===== config.mk =====
export PLATFORM = sky130hd
export DESIGN_NAME = pc_fetch_unit
export DESIGN_NICKNAME = d
export VERILOG_FILES = /design/src/rtl/mips_pkg.sv /design/src/rtl/pc_fetch_unit.sv
export SDC_FILE = /design/constraint.sdc
export NUM_CORES = 1
export LEC_CHECK = 0
export ABC_AREA = 1
export BUFFER_PORTS_ARGS = -buffer_cell sky130_fd_sc_hd__buf_2
export CAP_MARGIN = 20
export CORE_MARGIN = 1.5
export CORE_UTILIZATION = 49
export CTS_BUF_LIST = sky130_fd_sc_hd__clkbuf_4
export CTS_CLUSTER_DIAMETER = 120
export DETAILED_ROUTE_END_ITERATION = 12
export PLACE_DENSITY = 0.86
export SETUP_SLACK_MARGIN = 0.05
export SKIP_LAST_GASP = 1
export SLEW_MARGIN = 10
export SYNTH_ARGS = -nofsm -noshare
export SYNTH_HDL_FRONTEND = slang
export SYNTH_SLANG_ARGS = --single-unit

===== constraint.sdc =====
create_clock -name clk -period 1.56 [get_ports clk]
set_input_delay 0.234 -clock clk [delete_from_list [all_inputs] [get_ports clk]]
set_output_delay 0.234 -clock clk [all_outputs]
set_load 0.05 [all_outputs]

===== src/rtl/mips_pkg.sv =====
// Shared definitions for the multi-cycle MIPS datapath blocks: fetch FSM
// encoding and architectural constants.
package mips_pkg;

    localparam int INST_W = 32;
    localparam logic [31:0] RESET_PC_DEFAULT = 32'h0000_3000;

    typedef enum logic [1:0] {
        FETCH = 2'd0,
        WAIT  = 2'd1,
        HOLD  = 2'd2,
        HALT  = 2'd3
    } fetch_state_e;

endpackage


===== src/rtl/pc_fetch_unit.sv =====
// PC register plus the instruction-fetch handshake: request, wait for data,
// then hold the instruction for decode until accepted.
module pc_fetch_unit
    import mips_pkg::*;
#(
    parameter logic [31:0] RESET_PC = RESET_PC_DEFAULT,
    parameter int          CNT_W    = 32
) (
    input  logic              clk,
    input  logic              rst,
    input  logic [31:0]       npc,
    output logic [31:0]       pc,
    output logic              imem_req,
    output logic [31:0]       imem_addr,
    input  logic              imem_gnt,
    input  logic              imem_rvalid,
    input  logic [INST_W-1:0] imem_rdata,
    output logic              inst_valid,
    input  logic              inst_ready,
    output logic [INST_W-1:0] inst,
    output logic [31:0]       inst_pc,
    output logic              misalign,
    output logic [CNT_W-1:0]  fetch_cnt
);

    fetch_state_e state_q, state_d;
    logic         req_q;
    logic         fire;

    // The request is a flop rather than a decode of FETCH so it is low in the
    // first cycle out of reset without any path from rst to the output.
    assign imem_req   = req_q;
    assign imem_addr  = pc;
    assign inst_valid = (state_q == HOLD);
    assign fire       = (state_q == HOLD) && inst_ready;

    // NOTE: every output of this block is assigned a default first so the
    // case statement cannot leave a path that infers a latch.
    always_comb begin
        state_d = state_q;
        case (state_q)
            FETCH: if (req_q && imem_gnt) state_d = WAIT;
            WAIT:  if (imem_rvalid)       state_d = HOLD;
            HOLD:  if (inst_ready)        state_d = (npc[1:0] == 2'b00) ? FETCH : HALT;
            HALT:                         state_d = HALT;
            default:                      state_d = FETCH;
        endcase
    end

    // NOTE: state registers use non-blocking assignments so every flop
    // samples the pre-edge values, independent of statement order.
    always_ff @(posedge clk) begin
        if (rst) begin
            state_q   <= FETCH;
            req_q     <= 1'b0;
            pc        <= RESET_PC;
            inst      <= '0;
            inst_pc   <= '0;
            misalign  <= 1'b0;
            fetch_cnt <= '0;
        end else begin
            state_q <= state_d;
            req_q   <= (state_d == FETCH);

            if (state_q == WAIT && imem_rvalid) begin
                inst    <= imem_rdata;
                inst_pc <= pc;
            end

            // npc only matters in the fire cycle; a misaligned target freezes pc.
            if (fire) begin
                fetch_cnt <= fetch_cnt + 1'b1;
                if (npc[1:0] == 2'b00) begin
                    pc <= npc;
                end else begin
                    misalign <= 1'b1;
                end
            end
        end
    end

endmodule


==> flow_results.xml, run 1 <==
<?xml version="1.0" encoding="UTF-8"?>
<metrics>
  <group name="timing">
    <metric name="final.period_utilization" unit="">0.945</metric>
    <metric name="hold_viol_final" unit="">0</metric>
    <metric name="fin_worst_hold_slack" unit="ns">0.0572</metric>
    <metric name="worst_slew_margin_relative_to_its_limit" unit="">0.770</metric>
    <metric name="layout_min_cycle_time" unit="ns">1.47</metric>
    <metric name="setup_violations" unit="">0</metric>
    <metric name="rsz0062_at_grt" unit="">true</metric>
    <metric name="fmax" unit="GHz">0.678</metric>
    <metric name="timing_max_transition_violations_final" unit="">0</metric>
    <metric name="worstMarginPinSlew" unit="ns">0.346</metric>
    <metric name="finalWorstSetupSlack" unit="ns">0.0861</metric>
    <metric name="finalClockSkew" unit="ns">0.0279</metric>
  </group>
  <group name="global_routing">
    <metric name="grt_antenna_before_repair" unit="">0</metric>
    <metric name="number_of_global_route_vias_before_repair" unit="">5683</metric>
    <metric name="grtUsageTotal" unit="">0.287</metric>
    <metric name="global_route_wire_length_before_repair" unit="um">26500</metric>
    <metric name="grt_max_degree" unit="">71</metric>
    <metric name="global_route.overflow_total" unit="">0</metric>
  </group>
  <group name="route">
    <metric name="drt-total-wl" unit="um">17500</metric>
    <metric name="first_pass_iters" unit="">5</metric>
    <metric name="post-route-drc-count" unit="">0</metric>
    <metric name="detailroute.via_count" unit="">6034</metric>
    <metric name="avgRoutedWirePerCell" unit="um">15.0</metric>
    <metric name="antenna_left" unit="">0</metric>
    <metric name="avgViaCountPerCell" unit="">5.19</metric>
    <metric name="detail_route.iter0.violations" unit="">480</metric>
  </group>
  <group name="clocking">
    <metric name="clk_transition_reported_paths" unit="ns">0.14</metric>
    <metric name="cts_tree" unit="">yes</metric>
    <metric name="clk_root_buffer_cell" unit="">sky130_fd_sc_hd__clkbuf_4</metric>
    <metric name="cts-buffers-inserted" unit="">17</metric>
    <metric name="cts-htree-levels" unit="">4</metric>
    <metric name="clock_latency" unit="ns">0.51</metric>
    <metric name="ctsLongestPathBuffers" unit="">2</metric>
    <metric name="cts.sinks" unit="">132</metric>
  </group>
  <group name="synth">
    <metric name="syn_area" unit="um2">5420</metric>
    <metric name="synth.lib_cells_used.distinct" unit="">29</metric>
    <metric name="synthDominantAreaCellType" unit="">sky130_fd_sc_hd__dfxtp_1</metric>
    <metric name="ys_dominant_reg_cell" unit="">sky130_fd_sc_hd__dfxtp_1</metric>
    <metric name="yosys-top-cells-area" unit="">sky130_fd_sc_hd__dfxtp_1 (49%), sky130_fd_sc_hd__nor2_1 (17%), sky130_fd_sc_hd__o21ai_0 (9.2%), sky130_fd_sc_hd__nand2_1 (5.2%), sky130_fd_sc_hd__buf_4 (4.4%)</metric>
    <metric name="sequential_area_share_after_synthesis" unit="">0.487</metric>
    <metric name="synthesis.area_per_instance" unit="um2">7.24</metric>
    <metric name="synth-edff-count" unit="">0</metric>
    <metric name="synthArstFlopShare" unit="">0</metric>
    <metric name="mappedNetlistNets" unit="">819</metric>
    <metric name="postSynthRegisterBits" unit="">132</metric>
    <metric name="yosys_warnings" unit="">0</metric>
    <metric name="synth_top_area_frac" unit="">0.487</metric>
    <metric name="post_synth_inst_count" unit="">749</metric>
  </group>
  <group name="worst_setup_path">
    <metric name="startpoint_type" unit="">flop</metric>
    <metric name="timing.critical_path.arrival" unit="ns">1.24</metric>
    <metric name="critPathCaptureType" unit="">output port</metric>
    <metric name="crit_required" unit="ns">1.33</metric>
    <metric name="crit_path_frequent_cell" unit="">sky130_fd_sc_hd__inv_2</metric>
    <metric name="timing.setup.critical_path_class" unit="">flop to output port</metric>
    <metric name="cp_slowest_stage_delay" unit="ns">0.36</metric>
    <metric name="path_cells" unit="">inv_2, nand2_2, inv_2, buf_8</metric>
    <metric name="path_max_fanout" unit="">3</metric>
    <metric name="cpMaxStageDelayCell" unit="">sky130_fd_sc_hd__dfxtp_2</metric>
  </group>
  <group name="placed_design">
    <metric name="dp_hpwl" unit="um">10200</metric>
    <metric name="placed_area" unit="um2">6510</metric>
    <metric name="port-buffer-count" unit="">231</metric>
    <metric name="detailedPlace.worstSlack" unit="ns">0.102</metric>
    <metric name="placed_cells_incl_taps" unit="">1064</metric>
    <metric name="place.gp.congestion" unit="">0.845</metric>
  </group>
  <group name="layout">
    <metric name="non_filler_cells_in_the_finished_layout" unit="">1162</metric>
    <metric name="post_route_cells_drive_above_1_share" unit="">0.324</metric>
    <metric name="design.final.nets" unit="">1079</metric>
    <metric name="stdcell_area" unit="um2">7670</metric>
    <metric name="area_growth_syn_to_layout" unit="%">41.5</metric>
    <metric name="antenna_cells" unit="">0</metric>
    <metric name="num-fill-cells" unit="">777</metric>
  </group>
  <group name="floorplanning">
    <metric name="die_width" unit="um">108</metric>
    <metric name="die_area" unit="um2">11700</metric>
    <metric name="rows" unit="">38</metric>
    <metric name="start_util" unit="">0.502</metric>
    <metric name="dieHeight" unit="um">108</metric>
    <metric name="core-area" unit="um2">10800</metric>
    <metric name="num_io_pins" unit="">232</metric>
  </group>
  <group name="hold_path">
    <metric name="type_of_the_most_critical_hold_path" unit="">primary input to flop</metric>
  </group>
  <group name="power_and_ir_drop">
    <metric name="power.density" unit="nW/um2">979</metric>
    <metric name="vdd.ir_drop.worst" unit="uV">792</metric>
    <metric name="static-leakage-power" unit="nW">3.90</metric>
  </group>
  <group name="outcome">
    <metric name="run_status" unit="">completed</metric>
  </group>
  <group name="flow_run">
    <metric name="cap_viol_max_count" unit="">0</metric>
  </group>
</metrics>
[state kept, by name, summed over array words and instances (netlist names)]
name       count
fetch_cnt     32
imem_addr     32
inst          32
inst_pc       32
state_q        2
imem_req       1
misalign       1
[cell families after synthesis]
family,count (synthesis),synth area share
and+or+nand+nor,383,0.292
DFF,132,0.487
AOI/OAI and AO/OA,121,0.113
buffers and inverters,110,0.102
xor gates and xnor gates,2,0.00323
adders and majority gates,1,0.00231
[layout make-up]
type                       instances  area, um2  share of cell area
sequential                       132       2680               0.350
multi-input combinational        507       2280               0.297
timing repair buffer             307       2030               0.265
clock inverter                    14        193              0.0251
tap                              140        175              0.0228
inverter                          44        170              0.0222
clock buffer                      18        135              0.0176
[layout by cell type, fill, tap and decap left out, drive strengths merged]
cell type,instances
nor2,256
buf,217
dfxtp,132
o21ai,104
nand2,76
dlygate4sd3,62
inv,50
clkbuf,46
nand3,32
a21oi,14
nor3,9
nand4,7
bufinv,3
clkinvlp,3
clkinv,2
xor2,2
a31oi,2
nand3b,1
nor3b,1
nor4b,1
o21a,1
ha,1
[Yosys cell counts (2+ instances only)]
cell                       count
sky130_fd_sc_hd__nor2_1      249
sky130_fd_sc_hd__dfxtp_1     132
sky130_fd_sc_hd__o21ai_0     100
sky130_fd_sc_hd__nand2_1      75
sky130_fd_sc_hd__inv_1        41
sky130_fd_sc_hd__buf_4        32
sky130_fd_sc_hd__nand3_1      30
sky130_fd_sc_hd__clkbuf_1     19
sky130_fd_sc_hd__a21oi_1      14
sky130_fd_sc_hd__buf_2        12
sky130_fd_sc_hd__nor3_1        9
sky130_fd_sc_hd__nand4_1       7
sky130_fd_sc_hd__nor2_2        4
sky130_fd_sc_hd__o21ai_1       4
sky130_fd_sc_hd__buf_1         3
sky130_fd_sc_hd__a31oi_1       2
sky130_fd_sc_hd__inv_2         2
sky130_fd_sc_hd__nor2_4        2
sky130_fd_sc_hd__xor2_1        2
[per-layer routing]
layer | track usage | wire (um) | vias to the layer above | share of wire
met5 | 0 | 0 | - | 0
met4 | 0.146 | 675 | 0 | 0.039
met3 | 0.0796 | 1460 | 59 | 0.084
met2 | 0.498 | 8720 | 313 | 0.50
met1 | 0.322 | 6620 | 2791 | 0.38
li1 | - | - | 2871 | -
[power breakdown]
group	internal, mW	switching [mW]	leakage (nW)
clock	1.19	1.43	0.168
combinational	0.386	0.904	2.65
sequential	3.51	0.0855	1.08
[stage by stage]
stage	power (mW)	setup TNS [ns]	utilization
2_1_floorplan	4.46	0	-
3_3_place_gp	4.76	0	0.604
3_5_place_dp	4.77	0	0.604
4_1_cts	7.47	0	0.694
5_1_grt	7.77	-0.00343	0.711
6_report	7.51	0	0.711
[path summary, 6_finish.rpt]
| path | start | to | slack, ns | depth (start not counted) |
|---|---|---|---|---|
| worst max-delay path | state_q[0] | inst_valid | 0.09 | 4 |
| worst min-delay path | rst | misalign | 0.06 | 2 |
| worst min register to register | fetch_cnt[2] | fetch_cnt[2] | 0.48 | 1 |
| worst max register to register | state_q[0] | fetch_cnt[24] | 0.10 | 9 |
[repair_timing]
action	CTS	global route
pin swaps	0	9
setup endpoints to repair	9	51
resized for setup	12	61
hold buffers	62	0
setup buffers	0	4
gates cloned	0	0
hold endpoints to repair	62	0
[critical path, delay by kind of cell, from the launching register on]
| kind | cells | cell delay [ns] |
|---|---|---|
| flip-flops | 1 | 0.36 |
| buffers and inverters | 3 | 0.30 |
| AND/OR/NAND/NOR | 1 | 0.07 |
Power figures use the tool's default switching activity.
==> run 2: changes to the inputs <==
--- a/config.mk
+++ b/config.mk
@@ -8,8 +8,10 @@
 export ABC_AREA = 1
 export BUFFER_PORTS_ARGS = -buffer_cell sky130_fd_sc_hd__buf_2
 export CAP_MARGIN = 20
+export CELL_PAD_IN_SITES_DETAIL_PLACEMENT = 0
+export CELL_PAD_IN_SITES_GLOBAL_PLACEMENT = 1
 export CORE_MARGIN = 1.5
-export CORE_UTILIZATION = 49
+export CORE_UTILIZATION = 34
 export CTS_BUF_LIST = sky130_fd_sc_hd__clkbuf_4
 export CTS_CLUSTER_DIAMETER = 120
 export DETAILED_ROUTE_END_ITERATION = 12
==> flow_results.xml, run 2 (synthesized netlist as in run 1, its figures left out) <==
<?xml version="1.0" encoding="UTF-8"?>
<metrics>
  <group name="worst_setup_path">
    <metric name="crit_required" unit="ns">1.33</metric>
    <metric name="timing.setup.critical_path_class" unit="">flop to output port</metric>
    <metric name="critPathCaptureType" unit="">output port</metric>
    <metric name="cp_slowest_stage_delay" unit="ns">0.34</metric>
    <metric name="cpMaxStageDelayCell" unit="">sky130_fd_sc_hd__dfxtp_2</metric>
    <metric name="path_cells" unit="">buf_6, nand2_4, inv_2, buf_8</metric>
    <metric name="path_max_fanout" unit="">2</metric>
    <metric name="startpoint_type" unit="">flop</metric>
    <metric name="timing.critical_path.arrival" unit="ns">1.22</metric>
  </group>
  <group name="floorplanning">
    <metric name="dieHeight" unit="um">129</metric>
    <metric name="die_area" unit="um2">16700</metric>
    <metric name="die_width" unit="um">129</metric>
    <metric name="start_util" unit="">0.353</metric>
    <metric name="rows" unit="">45</metric>
    <metric name="core-area" unit="um2">15400</metric>
    <metric name="num_io_pins" unit="">232</metric>
  </group>
  <group name="power_and_ir_drop">
    <metric name="static-leakage-power" unit="nW">3.93</metric>
    <metric name="power.sequential.fraction" unit="">0.478</metric>
    <metric name="p_int" unit="mW">5.22</metric>
    <metric name="power_switching_share" unit="">0.304</metric>
    <metric name="report.power.total" unit="mW">7.50</metric>
    <metric name="vdd.ir_drop.worst" unit="uV">676</metric>
    <metric name="clkPwrFrac" unit="">0.350</metric>
    <metric name="power.density" unit="nW/um2">950</metric>
    <metric name="comb_power_share" unit="">0.172</metric>
    <metric name="switching_component_of_the_power" unit="mW">2.28</metric>
  </group>
  <group name="timing">
    <metric name="worst_slew_margin_relative_to_its_limit" unit="">0.805</metric>
    <metric name="rsz0062_at_grt" unit="">true</metric>
    <metric name="timing_max_transition_violations_final" unit="">0</metric>
    <metric name="setup_violations" unit="">0</metric>
    <metric name="hold_viol_final" unit="">0</metric>
    <metric name="fmax" unit="GHz">0.688</metric>
    <metric name="finalClockSkew" unit="ns">0.0175</metric>
    <metric name="final.period_utilization" unit="">0.932</metric>
    <metric name="layout_min_cycle_time" unit="ns">1.45</metric>
    <metric name="worstMarginPinSlew" unit="ns">0.292</metric>
    <metric name="aggregate_negative_setup_slack" unit="ns">0</metric>
  </group>
  <group name="clocking">
    <metric name="cts.sinks" unit="">132</metric>
    <metric name="cts-htree-levels" unit="">4</metric>
    <metric name="clk_root_buffer_cell" unit="">sky130_fd_sc_hd__clkbuf_4</metric>
    <metric name="cts-buffers-inserted" unit="">17</metric>
    <metric name="cts_tree" unit="">yes</metric>
    <metric name="ctsLongestPathBuffers" unit="">2</metric>
    <metric name="clock_latency" unit="ns">0.52</metric>
    <metric name="clk_transition_reported_paths" unit="ns">0.12</metric>
  </group>
  <group name="hold_path">
    <metric name="type_of_the_most_critical_hold_path" unit="">primary input to flop</metric>
  </group>
  <group name="global_routing">
    <metric name="grt_antenna_before_repair" unit="">1</metric>
    <metric name="number_of_global_route_vias_before_repair" unit="">5358</metric>
    <metric name="grt_max_degree" unit="">65</metric>
    <metric name="global_route_wire_length_before_repair" unit="um">26800</metric>
    <metric name="grtUsageTotal" unit="">0.204</metric>
    <metric name="global_route.overflow_total" unit="">0</metric>
  </group>
  <group name="layout">
    <metric name="design.final.nets" unit="">1080</metric>
    <metric name="final_common_cell" unit="">sky130_fd_sc_hd__nor2_1</metric>
    <metric name="num-fill-cells" unit="">1504</metric>
    <metric name="non_filler_cells_in_the_finished_layout" unit="">1234</metric>
    <metric name="area_growth_syn_to_layout" unit="%">45.7</metric>
    <metric name="post_route_cells_drive_above_1_share" unit="">0.327</metric>
    <metric name="most-common-layout-cells" unit="">sky130_fd_sc_hd__nor2_1 (242), sky130_fd_sc_hd__buf_2 (149), sky130_fd_sc_hd__dfxtp_1 (100), sky130_fd_sc_hd__o21ai_0 (99), sky130_fd_sc_hd__nand2_1 (74)</metric>
  </group>
  <group name="route">
    <metric name="drt-total-wl" unit="um">17100</metric>
    <metric name="antenna_left" unit="">0</metric>
    <metric name="detailroute.via_count" unit="">5682</metric>
    <metric name="first_pass_iters" unit="">5</metric>
    <metric name="avgViaCountPerCell" unit="">4.60</metric>
    <metric name="avgRoutedWirePerCell" unit="um">13.8</metric>
    <metric name="post-route-drc-count" unit="">0</metric>
    <metric name="detail_route.iter0.violations" unit="">299</metric>
  </group>
  <group name="placed_design">
    <metric name="port-buffer-count" unit="">231</metric>
    <metric name="placed_cells_incl_taps" unit="">1136</metric>
    <metric name="dp_hpwl" unit="um">11200</metric>
    <metric name="place.gp.congestion" unit="">0.812</metric>
  </group>
  <group name="flow_run">
    <metric name="cap_viol_max_count" unit="">0</metric>
  </group>
  <group name="outcome">
    <metric name="run_status" unit="">completed</metric>
  </group>
</metrics>
-- run 2: cell types whose count changed in the layout (fill, tap and decap cells not counted), sizes merged --
cell      delta
clkinvlp     -2
clkbuf       -6
diode        +1
clkinv       +3
bufinv       +1
inv          -4
buf          +8
-- run 2: cell type report --
class | instances | area (um2) | share of cell area
Clock inverter | 12 | 179 | 0.0227
Inverter | 44 | 173 | 0.0219
Timing Repair Buffer | 308 | 2170 | 0.275
Multi-Input combinational cell | 507 | 2280 | 0.288
Antenna cell | 1 | 2.50 | 0.000317
Clock buffer | 19 | 143 | 0.0181
Tap cell | 211 | 264 | 0.0334
Sequential cell | 132 | 2690 | 0.340
-- run 2: power by group through the flow --
stage / logic, mW / registers, mW / clock network, mW
2_1_floorplan: 0.317 / 4.14 / 0
3_3_place_gp: 1.13 / 3.66 / 0
3_5_place_dp: 1.13 / 3.66 / 0
4_1_cts: 1.27 / 3.59 / 2.71
5_1_grt: 1.37 / 3.61 / 2.85
6_report: 1.29 / 3.59 / 2.63
-- run 2: path summary, 6_finish.rpt --
path | from | endpoint | slack (ns) | cells after the start
max | state_q[1] | inst_valid | 0.11 | 4
min | rst | fetch_cnt[21] | 0.07 | 4
max reg2reg | state_q[1] | fetch_cnt[24] | 0.12 | 9
min reg2reg | fetch_cnt[2] | fetch_cnt[2] | 0.47 | 1
-- run 2: what timing repair did --
item | CTS | global route
pin swaps | 0 | 3
gates cloned | 0 | 0
resized for setup | 59 | 73
hold buffers | 62 | 0
setup endpoints to repair | 51 | 69
setup buffers | 1 | 3
hold endpoints to repair | 62 | 0
-- run 2: metrics by stage --
| step | hold WS, ns | util | cell area (um2) | worst slack (ns) |
|---|---|---|---|---|
| global route | 0.0321 | 0.514 | 7900 | 0.00188 |
| finish | 0.0709 | 0.514 | 7900 | 0.107 |
| CTS | 0.0125 | 0.502 | 7720 | 0.00171 |
| floorplan | 0.360 | - | 5450 | 0.0455 |
| detailed placement | 0.453 | 0.431 | 6620 | 0.114 |
| global placement | 0.448 | 0.431 | 6620 | 0.157 |
-- run 2: per-layer routing --
| metal | wire [um] | track usage |
|---|---|---|
| met1 | 7310 | 0.254 |
| met2 | 8110 | 0.330 |
| met3 | 1330 | 0.0681 |
| met4 | 294 | 0.0740 |
| met5 | 0 | 0 |
-- run 2: worst max-delay path, delay by kind of cell, from the launching register on --
kind          cells  cell delay [ns]
simple gates      1             0.06
flops             1             0.34
buf+inv           3             0.29
